[src/rtl/tx_stream_fifo_pkg.sv]
// Shared types and default parameters for the UART transmit stream FIFO.
package tx_stream_pkg;

  localparam int unsigned DEF_W         = 8;
  localparam int unsigned DEF_DEPTH     = 16;
  localparam int unsigned DEF_LOGDEPTH  = 4;
  localparam int unsigned DEF_AF_MARGIN = 2;

  typedef enum logic [2:0] {
    IDLE,
    LOAD,
    WAIT,
    CSUM_LOAD,
    CSUM_WAIT
  } tx_state_t;

endpackage

[src/rtl/tx_stream_fifo_if.sv]
// Encoder-side push bus and UART-side load/done handshake of the transmit FIFO.
interface tx_stream_fifo_if
  import tx_stream_pkg::*;
#(
  parameter int unsigned W = DEF_W
);
  logic [W-1:0] data_in;
  logic         data_enable;
  logic         frame_end;
  logic         stall;
  logic         trans_done;
  logic         write_TDR;
  logic [W-1:0] data_out;

  modport master (
    output data_in, data_enable, frame_end, trans_done,
    input  stall, write_TDR, data_out
  );

  modport slave (
    input  data_in, data_enable, frame_end, trans_done,
    output stall, write_TDR, data_out
  );
endinterface

[src/rtl/tx_stream_fifo_mem.sv]
// Circular-buffer storage for the transmit FIFO: pointers, occupancy, full/empty.
module tx_fifo_mem
  import tx_stream_pkg::*;
#(
  parameter int unsigned EW       = DEF_W,
  parameter int unsigned DEPTH    = DEF_DEPTH,
  parameter int unsigned LOGDEPTH = DEF_LOGDEPTH
) (
  input  logic                clk,
  input  logic                rst,
  input  logic                push,
  input  logic                pop,
  input  logic [EW-1:0]       wdata,
  output logic [EW-1:0]       rdata,
  output logic [LOGDEPTH:0]   count,
  output logic                full,
  output logic                empty
);

  logic [EW-1:0]       mem [DEPTH];
  logic [LOGDEPTH-1:0] wr_ptr;
  logic [LOGDEPTH-1:0] rd_ptr;
  logic                do_push;
  logic                do_pop;

  assign full    = (32'(count) == DEPTH);
  assign empty   = (count == '0);
  assign do_push = push && !full;
  assign do_pop  = pop && !empty;
  assign rdata   = mem[rd_ptr];

  // DEPTH is a power of two, so pointer wrap is the natural roll-over.
  always_ff @(posedge clk or posedge rst) begin
    if (rst) begin
      wr_ptr <= '0;
      rd_ptr <= '0;
      count  <= '0;
    end else begin
      if (do_push) wr_ptr <= wr_ptr + 1'b1;
      if (do_pop)  rd_ptr <= rd_ptr + 1'b1;
      case ({do_push, do_pop})
        2'b10:   count <= count + 1'b1;
        2'b01:   count <= count - 1'b1;
        default: count <= count;
      endcase
    end
  end

  always_ff @(posedge clk) begin
    if (do_push) mem[wr_ptr] <= wdata;
  end

endmodule

[src/rtl/tx_stream_fifo.sv]
// Transmit FIFO between encoder and UART; TX_STREAM_FIFO_CHECKSUM_EN appends a
// per-frame XOR byte after each byte pushed with frame_end.
module tx_stream_fifo
  import tx_stream_pkg::*;
#(
  parameter int unsigned W         = DEF_W,
  parameter int unsigned DEPTH     = DEF_DEPTH,
  parameter int unsigned LOGDEPTH  = DEF_LOGDEPTH,
  parameter int unsigned AF_MARGIN = DEF_AF_MARGIN
) (
  input  logic              clk,
  input  logic              rst,
  tx_stream_fifo_if.slave   bus,
  output logic              idle,
  output logic [LOGDEPTH:0] count,
  output logic              overflow
);

`ifdef TX_STREAM_FIFO_CHECKSUM_EN
  localparam int unsigned EW = W + 1;
`else
  localparam int unsigned EW = W;
`endif

  logic [EW-1:0] wdata;
  logic [EW-1:0] rdata;
  logic          full;
  logic          empty;
  logic          pop;
  logic          write_tdr;
  logic [W-1:0]  data_out_q;
  tx_state_t     state_q;
  tx_state_t     state_d;

  tx_fifo_mem #(
    .EW       (EW),
    .DEPTH    (DEPTH),
    .LOGDEPTH (LOGDEPTH)
  ) u_mem (
    .clk   (clk),
    .rst   (rst),
    .push  (bus.data_enable),
    .pop   (pop),
    .wdata (wdata),
    .rdata (rdata),
    .count (count),
    .full  (full),
    .empty (empty)
  );

`ifdef TX_STREAM_FIFO_CHECKSUM_EN
  logic [W-1:0] csum_q;
  logic         tag_q;

  assign wdata = {bus.frame_end, bus.data_in};

  // The in-flight byte is already folded in at its LOAD edge.
  always_ff @(posedge clk or posedge rst) begin
    if (rst) begin
      csum_q <= '0;
      tag_q  <= 1'b0;
    end else begin
      if (state_q == IDLE && !empty) tag_q <= rdata[W];
      if (state_q == LOAD)           csum_q <= csum_q ^ data_out_q;
      else if (state_q == CSUM_LOAD) csum_q <= '0;
    end
  end
`else
  logic unused_frame_end;
  assign unused_frame_end = bus.frame_end;
  assign wdata            = bus.data_in;
`endif

  always_ff @(posedge clk or posedge rst) begin
    if (rst) begin
      state_q    <= IDLE;
      data_out_q <= '0;
      overflow   <= 1'b0;
    end else begin
      state_q <= state_d;
      if (bus.data_enable && full) overflow <= 1'b1;
      // data_out is captured on the edge entering a load state.
      if (state_q == IDLE && !empty) data_out_q <= rdata[W-1:0];
`ifdef TX_STREAM_FIFO_CHECKSUM_EN
      else if (state_q == WAIT && bus.trans_done && tag_q) data_out_q <= csum_q;
`endif
    end
  end

  always_comb begin
    state_d   = state_q;
    pop       = 1'b0;
    write_tdr = 1'b0;
    case (state_q)
      IDLE: if (!empty) state_d = LOAD;
      LOAD: begin
        write_tdr = 1'b1;
        pop       = 1'b1;
        state_d   = WAIT;
      end
      WAIT: begin
        if (bus.trans_done) begin
`ifdef TX_STREAM_FIFO_CHECKSUM_EN
          state_d = tag_q ? CSUM_LOAD : IDLE;
`else
          state_d = IDLE;
`endif
        end
      end
`ifdef TX_STREAM_FIFO_CHECKSUM_EN
      CSUM_LOAD: begin
        write_tdr = 1'b1;
        state_d   = CSUM_WAIT;
      end
      CSUM_WAIT: if (bus.trans_done) state_d = IDLE;
`endif
      default: state_d = IDLE;
    endcase
  end

  assign bus.write_TDR = write_tdr;
  assign bus.data_out  = data_out_q;
  assign bus.stall     = (32'(count) >= DEPTH - AF_MARGIN);
  assign idle          = (state_q == IDLE) && empty;

endmodule

[src/flat_wrapper.sv]
// flat-port wrapper written by rule: the top's interface ports become plain ports
module tx_stream_fifo_flat import tx_stream_pkg::*;
#(
  parameter int unsigned W         = DEF_W,
  parameter int unsigned DEPTH     = DEF_DEPTH,
  parameter int unsigned LOGDEPTH  = DEF_LOGDEPTH,
  parameter int unsigned AF_MARGIN = DEF_AF_MARGIN
)
  (clk, rst, idle, count, overflow, bus_data_in, bus_data_enable, bus_frame_end, bus_trans_done, bus_stall, bus_write_TDR, bus_data_out);
  tx_stream_fifo_if #(.W(W)) bus_i ();
  input  logic clk;
  input  logic rst;
  output logic idle;
  output logic [LOGDEPTH:0] count;
  output logic overflow;
  input wire logic [$bits(bus_i.data_in)-1:0] bus_data_in;
  input wire logic [$bits(bus_i.data_enable)-1:0] bus_data_enable;
  input wire logic [$bits(bus_i.frame_end)-1:0] bus_frame_end;
  input wire logic [$bits(bus_i.trans_done)-1:0] bus_trans_done;
  output wire logic [$bits(bus_i.stall)-1:0] bus_stall;
  output wire logic [$bits(bus_i.write_TDR)-1:0] bus_write_TDR;
  output wire logic [$bits(bus_i.data_out)-1:0] bus_data_out;
  assign bus_i.data_in = bus_data_in;
  assign bus_i.data_enable = bus_data_enable;
  assign bus_i.frame_end = bus_frame_end;
  assign bus_i.trans_done = bus_trans_done;
  assign bus_stall = bus_i.stall;
  assign bus_write_TDR = bus_i.write_TDR;
  assign bus_data_out = bus_i.data_out;
  tx_stream_fifo #(.W(W), .DEPTH(DEPTH), .LOGDEPTH(LOGDEPTH), .AF_MARGIN(AF_MARGIN)) u_core (.clk(clk), .rst(rst), .bus(bus_i), .idle(idle), .count(count), .overflow(overflow));
endmodule
[config.mk]
export PLATFORM = sky130hd
export DESIGN_NAME = tx_stream_fifo_flat
export DESIGN_NICKNAME = d
export VERILOG_FILES = /design/src/rtl/tx_stream_fifo_pkg.sv /design/src/rtl/tx_stream_fifo_if.sv /design/src/rtl/tx_stream_fifo_mem.sv /design/src/rtl/tx_stream_fifo.sv /design/src/flat_wrapper.sv
export SDC_FILE = /design/constraint.sdc
export NUM_CORES = 1
export LEC_CHECK = 0
export BUFFER_PORTS_ARGS = -buffer_cell sky130_fd_sc_hd__buf_2
export CORE_MARGIN = 1
export CORE_UTILIZATION = 50
export CTS_CLUSTER_SIZE = 8
export DETAILED_ROUTE_END_ITERATION = 16
export MAX_ROUTING_LAYER = met4
export PLACE_DENSITY = 0.69
export SYNTH_ARGS = -nofsm -noshare
export SYNTH_HDL_FRONTEND = slang
export SYNTH_SLANG_ARGS = --single-unit
[constraint.sdc]
create_clock -name clk -period 2.6 [get_ports clk]
set_input_delay 0.78 -clock clk [delete_from_list [all_inputs] [get_ports clk]]
set_output_delay 0.78 -clock clk [all_outputs]
set_load 0.01 [all_outputs]
## Yosys cells after proc, flatten, opt, wreduce, memory -nomap -nowiden

Memory sizes are Yosys's and may differ from the RTL's. A register that Yosys moved wholly into a read port is not among the register bits.
Cells that the tools add are included.
W data, S select, Z words.

| storage, ports and cells | value |
|---|---|
| bits in registers | 17 |
| bits in latches | 0 |
| RAM bits | 128 |
| ROM bits | 0 |
| input bits | 13 |
| output and inout bits | 17 |
| word-level logic and storage cells | 36 |
| memories kept | 1 |

Memory list:

| memory | depth | width | read ports | clocked after Yosys merged registers in | write ports | line | source |
|---|---|---|---|---|---|---|---|
| u_core.u_mem.mem | 16 | 8 | 1 | 1 | 1 | tx_stream_fifo_mem.sv:20 | `logic [EW-1:0] mem [DEPTH];` |

| operators by class | value |
|---|---|
| add/subtract/negate cells | 4 |
| multiply operators | 0 |
| divide/modulo/power cells | 0 |
| order comparisons | 1 |
| equal/unequal tests | 7 |
| shift-type cells | 0 |
| multiplexer cells | 7 |
| bitwise gates (word level) | 0 |
| reduce and logical (&&, ||, !) cells | 11 |

Operator list:

| kind | count |
|---|---|
| $pmux W5 S2 | 1 |
| $pmux W3 S3 | 1 |
| $add A4 B1 Y4 const B | 2 |
| $mux W3 | 2 |
| $add A5 B1 Y5 const B | 1 |
| $eq A5 B5 Y1 const B | 1 |
| $ge A5 B4 Y1 const B | 1 |
| $logic_and A1 B1 Y1 | 5 |
| $logic_not A5 Y1 | 1 |
| $sub A5 B1 Y5 const B | 1 |
| $ne A2 B2 Y1 const B | 2 |
| $eq A3 B1 Y1 const B | 1 |
| $eq A3 B2 Y1 const B | 1 |
| $logic_not A3 Y1 | 1 |
| $mux W1 | 3 |
| $eq A2 B1 Y1 const B | 1 |
| $eq A2 B2 Y1 const B | 1 |
| $logic_not A1 Y1 | 2 |
| $reduce_and A2 Y1 | 1 |
| $reduce_bool A2 Y1 | 1 |

## Depth between registers and ports, before layout

Gate-level depths: netlist (run 1).

| logic depth | value |
|---|---|
| word-level depth | 5 |
| depth in mapped cells | 12 |
| gate-level depth less buffers | 10 |

## Modules after synthesis

Synthesis (run 1) repeated with hierarchy kept, for this count alone.

| second synthesis, totals | value |
|---|---|
| cell total of the unflattened synthesis | 360 |
| area, all modules | 6219.7 µm² |

Modules (own cells, without submodules):

| module | times used | cells an instance | area an instance (µm²) | sequential area each (µm²) |
|---|---|---|---|---|
| tx_fifo_mem | 1 | 333 | 5789.3 | 4169.0 |
| tx_stream_fifo | 1 | 27 | 430.4 | 275.3 |

## Worst setup path after synthesis (run 1)

Ideal clock, no wire load.

| timing | value |
|---|---|
| kind | input-to-reg |
| from | in bus_data_enable |
| to | reg u_core.u_mem.count[4] |
| setup time | 0.123 ns |
| arrival | 2.680 ns |
| required time | 2.477 ns |
| setup slack | -0.203 ns |
| stages on the path | 10 |
| path buffers | 1 |
| cell sequence | a21boi_1 -> inv_1 -> ha_1 -> clkbuf_1 -> xor2_1 -> ha_1 -> o211a_1 -> o31ai_1 -> a31oi_1 -> xnor2_1 |

| between the ends | value |
|---|---|
| cells in the longest elaborated chain, start to end | 3 |
| elaborated cells on any way between the ends | 5 |
| classes of those cells | 2 x eq/ne; 1 x mux; 2 x reduce/logical |

Ends and longest elaborated chain:

| what | line | source |
|---|---|---|
| start: declaration | flat_wrapper.sv:17 | `input wire logic [$bits(bus_i.data_enable)-1:0] bus_data_enable;` |
| $logic_and A1 B1 Y1 * | tx_stream_fifo_mem.sv:28 | `assign do_push = push && !full;` |
| $eq A2 B1 Y1 / $eq A2 B2 Y1 (equally long branches) | tx_stream_fifo_mem.sv:41 | `case ({do_push, do_pop})` |
| $pmux W5 S2 / $reduce_bool A2 Y1 (equally long branches) | -- |  |
| end signal: assignment | tx_stream_fifo_mem.sv:42 | `2'b10: count <= count + 1'b1;` |
| end signal: assignment | tx_stream_fifo_mem.sv:43 | `2'b01: count <= count - 1'b1;` |
| end signal: assignment | tx_stream_fifo_mem.sv:44 | `default: count <= count;` |
| end: declaration | tx_stream_fifo_mem.sv:15 | `output logic [LOGDEPTH:0] count,` |

Every way passes the cells marked *; elsewhere a longest branch is shown, timed or not.
A chain may end at the register's enable or synchronous reset.

## Worst setup path after layout (run 1)

| timing | value |
|---|---|
| from | reg u_core.u_mem.count[3] |
| to | out idle |

| between the ends | value |
|---|---|
| cells in the longest elaborated chain, start to end | 2 |

Ends and longest elaborated chain:

| what | line | source |
|---|---|---|
| $logic_not A5 Y1 | tx_stream_fifo_mem.sv:27 | `assign empty = (count == '0);` |
| $logic_and A1 B1 Y1 | tx_stream_fifo.sv:124 | `assign idle = (state_q == IDLE) && empty;` |
| end: declaration | flat_wrapper.sv:13 | `output logic idle;` |

No other way between the ends.

==> summary.txt, run 1 <==
Yosys
  – Number of synthesis warnings: 0
  – Fraction of the mapped netlist area in simple logic gates: 4.19%
  – Mux contribution to synthesized area: 13.7%
  – Number of library cell types mapped by synthesis: 39
  – Total nets after synthesis: 354
  – Number of flops mapped to enable cells by yosys: 128
  – Sequential cell area fraction in the yosys report: 71.5%
  – FF+latch count, synth: 152
  – Average size of a mapped cell: 18.7 µm²
  – Post-synthesis xor/xnor area fraction: 1.55%
  – Synth Area in Compound Gates: 4.63%
  – Post-synth top flop: sky130_fd_sc_hd__edfxtp_1
  – Combinational family with the most area after synthesis: multiplexers
  – Synthesized instance count: 332
  – Adder-cell share of the synthesized area: 1.81%
  – Post-synthesis instance area: 6210 µm²
  – Async S/R FF share, synth: 15.8%

Power and ir drop
  – Net switching component of the power: 2.47 mW
  – Combinational group share of total power: 29.4%
  – Cell-internal power: 5.78 mW
  – Leakage component of the power: 2.64 nW
  – Pwr per Cell Area: 1140 nW/µm²
  – Switching part of the total: 29.9%
  – Power Total: 8.25 mW
  – Max VDD drop: 0.621 mV
  – Clock power frac: 29.3%
  – Sequential power share: 41.3%

Clocking
  – Buffer type at the clock tree root: sky130_fd_sc_hd__clkbuf_16
  – Post-cts hold buffer count: 0
  – CTS tree: done
  – Worst-case clock buffer depth: 2
  – Num CTS Buffers: 17
  – H-Tree Level Count: 4
  – Clock latency of the later-clocked register in the worst-skew pair: 0.43 ns
  – Sink count of the clock tree: 152
  – Clock slew seen by the registers of the worst setup and hold paths: 0.06 ns

Hold path
  – Class of the tightest hold or removal check: primary input to async pin

Floorplan
  – Initial core utilization: 51.5%
  – Total core area: 12100 µm²
  – Width of the die: 113 µm
  – Area of the die: 12900 µm²
  – Number of rows in the core area: 40
  – Io pins: 30
  – Chip height: 113 µm

Setup path
  – Start of the worst register-to-register path: u_core.u_mem.count[3]
  – CP bufs+invs: 1
  – Crit path capture type: primary output
  – Arrival time of the worst setup path: 1.65 ns
  – Worst-path cell chain: nor4_4 -> nor4b_1 -> buf_2
  – First element of the critical path: u_core.u_mem.count[3]
  – Largest delay contributor family on the critical path: simple AND/OR/NAND/NOR gates
  – Critical path required time: 1.82 ns
  – Top fanout value on the critical path: 5
  – Max stage delay on crit path: 0.45 ns
  – Critical path startpoint category: register
  – Highest-delay cell along the critical path: sky130_fd_sc_hd__dfrtp_1
  – Type of the setup path with the least slack: register to primary output

Route
  – Average via count per standard cell: 5.42
  – First-pass iteration count of the detailed router: 4
  – Final routed wire length divided by cell count: 19.5 µm
  – Wirelength, routed: 11.0 mm
  – Total number of vias: 3065
  – DRC errors left: 0
  – Starting DRC count in detailed routing: 217
  – Routed Antenna Nets: 0

STA
  – Setup-failing EPs final: 0
  – Highest achievable clock rate: 412 MHz
  – Maximum clock skew at final layout: 0.0179 ns
  – RSZ-0062 raised after global routing: no
  – Shortest clock period the worst path allows after layout: 2.43 ns
  – Number of hold violations in the final report: 0
  – Final total negative setup slack: 0 ns
  – Tightest slew margin relative to the limit: 45.7%
  – Worst-margin pin slew: 0.815 ns
  – Pins over their slew limit: 0
  – Portion of the clock cycle consumed by the worst path in the final layout: 93.3%

Placed design
  – Gp weighted congestion: 0.737
  – Number of port buffers: 28
  – Cell Area, Placed: 6660 µm²
  – HPWL after DPL: 7.03 mm

Global route
  – Total global-route track usage: 19.7%
  – Vias in the first global route: 3143
  – First-pass GRT wire length: 17.2 mm
  – Remaining Overflow, GRT: 0
  – Antenna violations before repair: 0
  – Pin count of the biggest net entering global routing: 36

Status
  – Run status: finished clean

Finish
  – Area growth, synth to finish: 16.7%
  – Layout fillers: 863
  – Ratio of cells with drive above 1 in the final layout: 29.4%
  – NumNets Final: 407
  – Post-route cell area: 7250 µm²
  – Diode insertion count for antenna repair: 0

Job
  – Max-capacitance violation count: 0
synth_stat cells, types with 2 or more instances:
master,n,area (µm²)
sky130_fd_sc_hd__inv_1,7,26.3
sky130_fd_sc_hd__clkbuf_1,4,15.0
sky130_fd_sc_hd__mux4_1,8,210
sky130_fd_sc_hd__ha_1,9,113
sky130_fd_sc_hd__mux4_2,24,541
sky130_fd_sc_hd__nand2_1,8,30.0
sky130_fd_sc_hd__o21ai_0,6,30.0
sky130_fd_sc_hd__xor2_1,4,35.0
sky130_fd_sc_hd__buf_2,7,35.0
sky130_fd_sc_hd__buf_6,2,22.5
sky130_fd_sc_hd__edfxtp_1,128,3840
sky130_fd_sc_hd__buf_1,4,15.0
sky130_fd_sc_hd__dfrtp_1,24,601
sky130_fd_sc_hd__nor2_1,14,52.6
sky130_fd_sc_hd__xnor2_1,7,61.3
sky130_fd_sc_hd__nor2b_1,9,56.3
sky130_fd_sc_hd__nand2b_1,5,31.3
sky130_fd_sc_hd__a211o_1,9,78.8
sky130_fd_sc_hd__nand4_1,2,12.5
sky130_fd_sc_hd__a21oi_1,12,60.1
sky130_fd_sc_hd__a22o_1,8,70.1
sky130_fd_sc_hd__mux2i_1,8,80.1
sky130_fd_sc_hd__buf_4,3,22.5
sky130_fd_sc_hd__mux2_2,2,22.5
sky130_fd_sc_hd__nor3_1,4,20.0
path summary, 6_finish.rpt:
path                            depth (start not counted)                     end  slack, ns
worst min register to register                          1         u_core.overflow       0.46
max in group asynchronous                               3       u_core.state_q[0]       1.56
min in group clk                                        1         u_core.overflow       0.46
worst min-delay path                                    2  u_core.bus.data_out[0]       0.45
worst max register to register                         10   u_core.u_mem.count[4]       0.23
worst max-delay path                                    3                    idle       0.17
sequential cells by signal (all words and copies together), names as in the netlist:
| signal | count |
|---|---|
| u_core.u_mem.mem | 128 |
| u_core.u_mem.wr_ptr | 4 |
| u_core.u_mem.rd_ptr | 4 |
| u_core.u_mem.count | 5 |
| u_core.bus.data_out | 8 |
| u_core.state_q | 2 |
| u_core.overflow | 1 |
cells by family (layout without fill, tap and decap cells):
family | count (synthesis) | count (layout)
DFF | 152 | 152
and+or+nand+nor | 48 | 48
muxes | 42 | 42
AOI/OAI and AO/OA | 41 | 41
buffers and inverters | 29 | 95
xor gates and xnor gates | 11 | 11
adders and majority gates | 9 | 9
timing repair:
action / in CTS / in global routing
buffers inserted: 1 / 0
gates resized for setup: 0 / 0
setup endpoints to repair: 1 / 0
through the flow:
| step | worst slack, ns | hold slack (ns) | util, % | std cells |
|---|---|---|---|---|
| after global placement | 0.135 | 0.449 | 55.2 | 533 |
| after CTS | 0.160 | 0.467 | 60.1 | 566 |
| after detailed placement | 0.0760 | 0.454 | 55.2 | 533 |
| after floorplan | 0.00469 | 0.512 | - | 332 |
| after global routing | 0.0700 | 0.487 | 60.1 | 566 |
| final | 0.174 | 0.449 | 60.1 | 566 |
power groups by stage:
stage	Combinational [mW]	Sequential (mW)	Clock (mW)
3_5_place_dp	2.45	3.47	0
5_1_grt	2.67	3.47	2.55
6_report	2.42	3.41	2.42
3_3_place_gp	2.41	3.45	0
2_1_floorplan	1.96	3.29	0
4_1_cts	2.46	3.42	2.46
routing by layer:
metal	wire length [µm]	global-route usage, %
met5	0	-
met4	132	7.89
met3	552	5.90
met2	5520	30.5
met1	4820	24.5
final cells by class:
cell class / instances / area [µm²] / share of cell area [%]
well taps: 168 / 210 / 2.90
clock buffers: 18 / 429 / 5.92
flip-flops and latches: 152 / 4450 / 61.3
inverters: 8 / 30.0 / 0.414
repair buffers: 55 / 355 / 4.90
clock inverters: 14 / 156 / 2.16
multi-input cells: 151 / 1630 / 22.4
cells in the final DEF (no fill, tap or decap), drive strengths merged, types with 9 or more instances in the layout:
cell    Yosys  routed
a21oi      12      12
ha          9       9
a211o       9       9
nor2b       9       9
inv         8       9
buf        17      55
nor2       14      14
mux4       32      32
edfxtp    128     128
clkbuf      4      18
dfrtp      24      24
(Power assumes the default switching activity.)
==> run 2, diff against run 1 <==
--- a/config.mk
+++ b/config.mk
@@ -5,13 +5,14 @@
 export SDC_FILE = /design/constraint.sdc
 export NUM_CORES = 1
 export LEC_CHECK = 0
+export ABC_AREA = 1
 export BUFFER_PORTS_ARGS = -buffer_cell sky130_fd_sc_hd__buf_2
 export CORE_MARGIN = 1
 export CORE_UTILIZATION = 50
 export CTS_CLUSTER_SIZE = 8
 export DETAILED_ROUTE_END_ITERATION = 16
 export MAX_ROUTING_LAYER = met4
-export PLACE_DENSITY = 0.69
+export PLACE_DENSITY = 0.68
 export SYNTH_ARGS = -nofsm -noshare
 export SYNTH_HDL_FRONTEND = slang
 export SYNTH_SLANG_ARGS = --single-unit
==> summary.txt, run 2 <==
Finish
  – Post-route cell area: 7760 µm² (+7.0%)
  – Flip-flop count of the largest register, all copies and words added: 128 (unchanged)
  – Diode insertion count for antenna repair: 0 (unchanged)
  – Most used cells in the layout excluding fill and tap cells: 221 x sky130_fd_sc_hd__nand2_1, 128 x sky130_fd_sc_hd__edfxtp_1, 116 x sky130_fd_sc_hd__inv_1
  – Post-Layout Cell Count: 914 (+61%)
  – Area growth, synth to finish: 13.9%
  – Largest register by flop count: u_core.u_mem.mem
  – NumNets Final: 747 (+84%)
  – Ratio of cells with drive above 1 in the final layout: 12.5% (-17 points)
  – Most common cell after layout, fill and taps aside: sky130_fd_sc_hd__nand2_1

Power and ir drop
  – Pwr per Cell Area: 1100 nW/µm² (-3.2%)
  – Max VDD drop: 0.616 mV (-0.72%)
  – Leakage component of the power: 3.51 nW (+33%)

Global route
  – Remaining Overflow, GRT: 0 (unchanged)
  – Pin count of the biggest net entering global routing: 67 (+86%)
  – First-pass GRT wire length: 23.0 mm (+33%)
  – Total global-route track usage: 22.7% (+2.9 points)
  – Antenna violations before repair: 0 (unchanged)
  – Vias in the first global route: 4426 (+41%)

Clocking
  – Clock latency of the later-clocked register in the worst-skew pair: 0.41 ns (-0.02 ns)
  – Clock slew seen by the registers of the worst setup and hold paths: 0.06 ns (about the same)
  – Num CTS Buffers: 17 (unchanged)
  – Worst-case clock buffer depth: 2 (unchanged)
  – Post-cts hold buffer count: 0 (unchanged)
  – CTS tree: done
  – H-Tree Level Count: 4 (unchanged)
  – Buffer type at the clock tree root: sky130_fd_sc_hd__clkbuf_16
  – Sink count of the clock tree: 152 (unchanged)

STA
  – Highest achievable clock rate: 430 MHz (+4.2%)
  – Worst-margin pin slew: 0.737 ns (-0.0780 ns)
  – Pins over their slew limit: 0 (unchanged)
  – Shortest clock period the worst path allows after layout: 2.33 ns (-0.0978 ns)
  – Maximum clock skew at final layout: 0.00707 ns (-0.0109 ns)
  – RSZ-0062 raised after global routing: no
  – Setup-failing EPs final: 0 (unchanged)
  – Portion of the clock cycle consumed by the worst path in the final layout: 89.5% (-3.8 points)
  – Tightest slew margin relative to the limit: 50.9% (+5.2 points)
  – Final total negative setup slack: 0 ns (unchanged)
  – Number of hold violations in the final report: 0 (unchanged)

Placed design
  – Number of port buffers: 28 (unchanged)
  – Cell Area, Placed: 7190 µm² (+8.0%)
  – Gp weighted congestion: 0.906 (+23%)
  – Instance count after placement with tap cells included: 882 (+65%)
  – HPWL after DPL: 9.19 mm (+31%)

Route
  – Starting DRC count in detailed routing: 400 (+84%)
  – First-pass iteration count of the detailed router: 5 (+1)
  – Final routed wire length divided by cell count: 15.9 µm (-19%)
  – Routed Antenna Nets: 0 (unchanged)
  – Average via count per standard cell: 5.06 (-6.6%)
  – DRC errors left: 0 (unchanged)
  – Wirelength, routed: 14.5 mm (+32%)
  – Total number of vias: 4622 (+51%)

Yosys
  – Largest area contributor in the synthesized netlist: sky130_fd_sc_hd__edfxtp_1
  – Top-area cell type share of the netlist area: 56.4% (-5.4 points)
  – Async S/R FF share, synth: 15.8% (unchanged)
  – Most instantiated library cell after synthesis: sky130_fd_sc_hd__nand2_1
  – FF+latch count, synth: 152 (unchanged)
  – Post-synth top flop: sky130_fd_sc_hd__edfxtp_1
  – Top cells by area in the synthesized netlist: sky130_fd_sc_hd__edfxtp_1 56%, sky130_fd_sc_hd__nand2_1 12%, sky130_fd_sc_hd__dfrtp_1 8.8%, sky130_fd_sc_hd__nand3_1 7.6%, sky130_fd_sc_hd__inv_1 6.4%
  – Leading cell types by count after synthesis: 221 x sky130_fd_sc_hd__nand2_1, 128 x sky130_fd_sc_hd__edfxtp_1, 117 x sky130_fd_sc_hd__inv_1
  – Total nets after synthesis: 701 (+98%)
  – Post-synthesis instance area: 6810 µm² (+9.6%)
  – Synthesized instance count: 679 (+100%)
  – Average size of a mapped cell: 10.0 µm² (-46%)
  – Number of flops mapped to enable cells by yosys: 128 (unchanged)
  – Sequential cell area fraction in the yosys report: 65.2% (-6.3 points)
  – Number of library cell types mapped by synthesis: 23 (-41%)
  – Number of synthesis warnings: 0 (unchanged)

Hold path
  – Class of the tightest hold or removal check: primary input to async pin

Setup path
  – Max stage delay on crit path: 0.45 ns (about the same)
  – Critical path required time: 1.82 ns (about the same)
  – Top fanout value on the critical path: 6 (+1)
  – CP bufs+invs: 2 (+1)
  – Highest-delay cell along the critical path: sky130_fd_sc_hd__dfrtp_1
  – Worst-path cell chain: nor2_1 -> nand2_1 -> inv_1 -> nand2_2 -> nor3_1 -> buf_2
  – Critical path startpoint category: register
  – Largest delay contributor family on the critical path: flip-flops
  – Type of the setup path with the least slack: register to primary output
  – Arrival time of the worst setup path: 1.55 ns (-0.10 ns)
  – Crit path capture type: primary output

Floorplan
  – Io pins: 30 (unchanged)
  – Width of the die: 119 µm (+4.6%)
  – Initial core utilization: 51.4% (-0.079 points)
  – Number of rows in the core area: 42 (+5.0%)
  – Chip height: 119 µm (+4.6%)
  – Area of the die: 14100 µm² (+9.5%)
  – Total core area: 13200 µm² (+9.8%)

Job
  – Max-capacitance violation count: 0 (unchanged)

Status
  – Run status: finished clean
run 2: changes by cell type after synthesis, sizes merged, moves of 6 or more:
| cell | change |
|---|---|
| inv | +111 |
| buf | +8 |
| mux2i | -8 |
| xnor2 | -6 |
| mux4 | -32 |
| nand2 | +217 |
| a21oi | -11 |
| a211o | -9 |
| nor3 | +9 |
| nand3 | +102 |
| nor2b | -9 |
| a22o | -8 |
run 2: layout make-up:
| class | count | area [µm²] |
|---|---|---|
| fillers | 1113 | 5480 |
| flip-flops and latches | 152 | 4450 |
| multi-input cells | 380 | 1740 |
| inverters | 121 | 454 |
| clock buffers | 20 | 437 |
| repair buffers | 53 | 340 |
| well taps | 176 | 220 |
| clock inverters | 12 | 126 |
run 2: metal layers:
| metal | vias up | GRT usage [%] | routed length (µm) |
|---|---|---|---|
| met4 | 0 | 8.54 | 259 |
| li1 | 2264 | - | - |
| met2 | 159 | 34.1 | 6880 |
| met5 | - | - | 0 |
| met1 | 2179 | 30.2 | 6450 |
| met3 | 20 | 4.97 | 905 |
run 2: worst paths after layout:
path                                             start                      to  slack (ns)  depth (start not counted)
worst max-delay path             u_core.u_mem.count[1]                    idle        0.27                          6
worst min-delay path                               rst  u_core.bus.data_out[6]        0.29                          2
worst max register to register   u_core.u_mem.count[1]   u_core.u_mem.count[4]        0.35                         16
worst min register to register  u_core.bus.data_out[0]  u_core.bus.data_out[0]        0.48                          2
max in group asynchronous                          rst  u_core.u_mem.rd_ptr[0]        1.77                          3
min in group clk                u_core.bus.data_out[0]  u_core.bus.data_out[0]        0.48                          2
run 2: logic make-up after synthesis:
| group | Yosys count | synth area share [%] |
|---|---|---|
| fa+ha+maj | 9 | 1.65 |
| compound gates | 10 | 0.900 |
| simple gates | 351 | 21.6 |
| xor+xnor | 10 | 1.29 |
| buf+inv | 147 | 9.31 |
| flops | 152 | 65.2 |
run 2: power by group:
group          total (mW)  internal [mW]  switching [mW]
Combinational        2.96          0.935            2.03
Clock                2.33           1.41           0.922
Sequential           3.26           3.04           0.220
run 2: stage by stage:
stage | power [mW] | setup slack [ns] | hold slack [ns] | utilization [%]
6_report | 8.55 | 0.272 | 0.286 | 58.6
5_1_grt | 9.06 | 0.0668 | 0.306 | 58.6
4_1_cts | 8.57 | 0.239 | 0.287 | 58.6
3_5_place_dp | 6.23 | 0.261 | 0.460 | 54.3
3_3_place_gp | 6.14 | 0.302 | 0.452 | 54.3
2_1_floorplan | 5.38 | 0.358 | 0.483 | -
run 2: what timing repair did:
item,in CTS,in global routing
setup buffers,0,0
endpoints found under the setup margin,0,1
resized for setup,0,2
endpoints found under the hold margin,0,0
==> run 3, diff against run 2 <==
--- a/config.mk
+++ b/config.mk
@@ -7,12 +7,14 @@
 export LEC_CHECK = 0
 export ABC_AREA = 1
 export BUFFER_PORTS_ARGS = -buffer_cell sky130_fd_sc_hd__buf_2
+export CELL_PAD_IN_SITES_DETAIL_PLACEMENT = 0
+export CELL_PAD_IN_SITES_GLOBAL_PLACEMENT = 1
 export CORE_MARGIN = 1
-export CORE_UTILIZATION = 50
+export CORE_UTILIZATION = 44
 export CTS_CLUSTER_SIZE = 8
 export DETAILED_ROUTE_END_ITERATION = 16
 export MAX_ROUTING_LAYER = met4
-export PLACE_DENSITY = 0.68
+export PLACE_DENSITY = 0.75
 export SYNTH_ARGS = -nofsm -noshare
 export SYNTH_HDL_FRONTEND = slang
 export SYNTH_SLANG_ARGS = --single-unit
==> summary.txt, run 3 (synthesis results as in run 2) <==
Placed design
  – Setup slack at placement: 0.259 ns (-0.00202 ns)
  – Gp weighted congestion: 0.828 (-8.6%)
  – Instance count after placement with tap cells included: 892 (+1.1%)
  – Number of port buffers: 28 (unchanged)
  – HPWL after DPL: 9.20 mm (+0.15%)

STA
  – Worst hold slack: 0.359 ns (+0.0724 ns)
  – Maximum clock skew at final layout: 0.00490 ns (-0.00217 ns)
  – Tightest slew margin relative to the limit: 50.0% (-0.88 points)
  – Post-route worst setup slack: 0.297 ns (+0.0254 ns)
  – Number of hold violations in the final report: 0 (unchanged)
  – Worst-margin pin slew: 0.750 ns (+0.0132 ns)
  – Shortest clock period the worst path allows after layout: 2.30 ns (-0.0254 ns)
  – Highest achievable clock rate: 434 MHz (+1.1%)
  – RSZ-0062 raised after global routing: no
  – Portion of the clock cycle consumed by the worst path in the final layout: 88.6% (-0.98 points)
  – Pins over their slew limit: 0 (unchanged)
  – Final total negative setup slack: 0 ns (unchanged)
  – Setup-failing EPs final: 0 (unchanged)

Clocking
  – Buffer type at the clock tree root: sky130_fd_sc_hd__clkbuf_16
  – Post-cts hold buffer count: 0 (unchanged)
  – CTS tree: done
  – Clock slew seen by the registers of the worst setup and hold paths: 0.06 ns (about the same)
  – Clock latency of the later-clocked register in the worst-skew pair: 0.42 ns (about the same)
  – H-Tree Level Count: 4 (unchanged)
  – Num CTS Buffers: 17 (unchanged)
  – Sink count of the clock tree: 152 (unchanged)
  – Count of buffers added by post-CTS timing repair for setup: 0 (unchanged)
  – Worst-case clock buffer depth: 2 (unchanged)
  – Resize count post-CTS: 0 (unchanged)

Route
  – DRC errors left: 0 (unchanged)
  – Routed Antenna Nets: 0 (unchanged)
  – First-pass iteration count of the detailed router: 5 (unchanged)
  – Final routed wire length divided by cell count: 16.2 µm (+2.0%)
  – Average via count per standard cell: 4.95 (-2.2%)
  – Total number of vias: 4570 (-1.1%)
  – Starting DRC count in detailed routing: 506 (+27%)
  – Wirelength, routed: 15.0 mm (+3.1%)

Power and ir drop
  – Max VDD drop: 0.671 mV (+8.9%)
  – Pwr per Cell Area: 1100 nW/µm² (+0.24%)
  – Leakage component of the power: 3.53 nW (+0.54%)
  – Power Total: 8.60 mW (+0.58%)

Finish
  – Post-Layout Cell Count: 924 (+1.1%)
  – Largest register by flop count: u_core.u_mem.mem
  – Area growth, synth to finish: 14.3%
  – Most common cell after layout, fill and taps aside: sky130_fd_sc_hd__nand2_1
  – NumNets Final: 745 (-0.27%)
  – Most used cells in the layout excluding fill and tap cells: 221 x sky130_fd_sc_hd__nand2_1, 128 x sky130_fd_sc_hd__edfxtp_1, 117 x sky130_fd_sc_hd__inv_1
  – Flip-flop count of the largest register, all copies and words added: 128 (unchanged)
  – Layout fillers: 1355 (+22%)
  – Diode insertion count for antenna repair: 0 (unchanged)
  – Ratio of cells with drive above 1 in the final layout: 11.8% (-0.65 points)

Global route
  – Antenna violations before repair: 0 (unchanged)
  – Remaining Overflow, GRT: 0 (unchanged)
  – Pin count of the biggest net entering global routing: 67 (unchanged)
  – Total global-route track usage: 21.0% (-1.7 points)
  – Vias in the first global route: 4607 (+4.1%)
  – First-pass GRT wire length: 24.2 mm (+5.1%)

Setup path
  – Crit path capture type: register
  – Top fanout value on the critical path: 7 (+1)
  – Critical path startpoint category: register
  – Arrival time of the worst setup path: 2.66 ns (+1.11 ns)
  – Type of the setup path with the least slack: register to register
  – Critical path required time: 2.96 ns (+1.14 ns)

Job
  – Max-capacitance violation count: 0 (unchanged)

Floorplan
  – Area of the die: 16000 µm² (+13%)
  – Io pins: 30 (unchanged)
  – Width of the die: 126 µm (+6.5%)
  – Initial core utilization: 45.0% (-6.5 points)
  – Chip height: 126 µm (+6.5%)
  – Number of rows in the core area: 45 (+7.1%)
  – Total core area: 15100 µm² (+14%)

Hold path
  – Class of the tightest hold or removal check: primary input to async pin

Status
  – Run status: finished clean
-- run 3: cell types whose count changed in the layout (fill, tap and decap cells not counted) --
cell                         change
sky130_fd_sc_hd__bufinv_16       +1
sky130_fd_sc_hd__inv_6           -1
sky130_fd_sc_hd__clkbuf_8        +2
sky130_fd_sc_hd__clkinvlp_4      -4
sky130_fd_sc_hd__clkinv_1        +2
sky130_fd_sc_hd__inv_1           +1
sky130_fd_sc_hd__buf_4           -2
sky130_fd_sc_hd__inv_2           -1
-- run 3: path summary, 6_finish.rpt --
check / start / depth (start not counted) / to / slack (ns)
setup reg to reg: u_core.u_mem.count[1] / 16 / u_core.u_mem.count[4] / 0.30
hold / removal: rst / 2 / u_core.overflow / 0.36
hold reg to reg: u_core.bus.data_out[6] / 2 / u_core.bus.data_out[6] / 0.47
setup / recovery: u_core.u_mem.count[1] / 16 / u_core.u_mem.count[4] / 0.30
max in group asynchronous: rst / 3 / u_core.u_mem.rd_ptr[0] / 1.66
min in group clk: u_core.bus.data_out[6] / 2 / u_core.bus.data_out[6] / 0.47
-- run 3: critical path: stages (launching register included) --
cell and delay (ns):
sky130_fd_sc_hd__dfrtp_1 0.45, sky130_fd_sc_hd__nor2_1 0.07, sky130_fd_sc_hd__nand2_1 0.07, sky130_fd_sc_hd__inv_1 0.07, sky130_fd_sc_hd__nand2_2 0.09, sky130_fd_sc_hd__nand2_1 0.08
sky130_fd_sc_hd__inv_1 0.18, sky130_fd_sc_hd__ha_2 0.29, sky130_fd_sc_hd__xor2_1 0.20, sky130_fd_sc_hd__ha_1 0.18, sky130_fd_sc_hd__inv_1 0.04, sky130_fd_sc_hd__nand2_1 0.09
sky130_fd_sc_hd__nand3_1 0.08, sky130_fd_sc_hd__nand2_1 0.08, sky130_fd_sc_hd__xor2_1 0.14, sky130_fd_sc_hd__nand2_1 0.06, sky130_fd_sc_hd__nand2_1 0.05
-- run 3: cell type report --
class	count	area, µm²	share of cell area, %
sequential	152	4450	57.1
clock inverter	10	125	1.61
timing repair buffer	51	325	4.18
tap	188	235	3.02
clock buffer	22	464	5.96
multi-input combinational	380	1740	22.3
inverter	121	454	5.83
-- run 3: metrics by stage --
step / cell area [µm²] / util (%)
after floorplan: 6810 / -
after global placement: 7190 / 47.5
after detailed placement: 7190 / 47.5
after CTS: 7780 / 51.4
after global routing: 7790 / 51.4
final: 7790 / 51.4
-- run 3: where the power goes --
part           internal (mW)  switching (mW)  leakage, nW
sequential              3.04           0.214         1.45
clock                   1.55           0.936        0.289
combinational          0.913            1.95         1.80
total                   5.50            3.10         3.53
-- run 3: metal layers --
layer	track usage (%)	share of wire, %	routed length (µm)	vias to the layer above
met3	3.25	3.6	540	21
met5	-	0	0	-
met4	8.36	1.9	282	0
li1	-	-	-	2261
met2	32.1	47	7090	87
met1	28.2	47	7040	2201
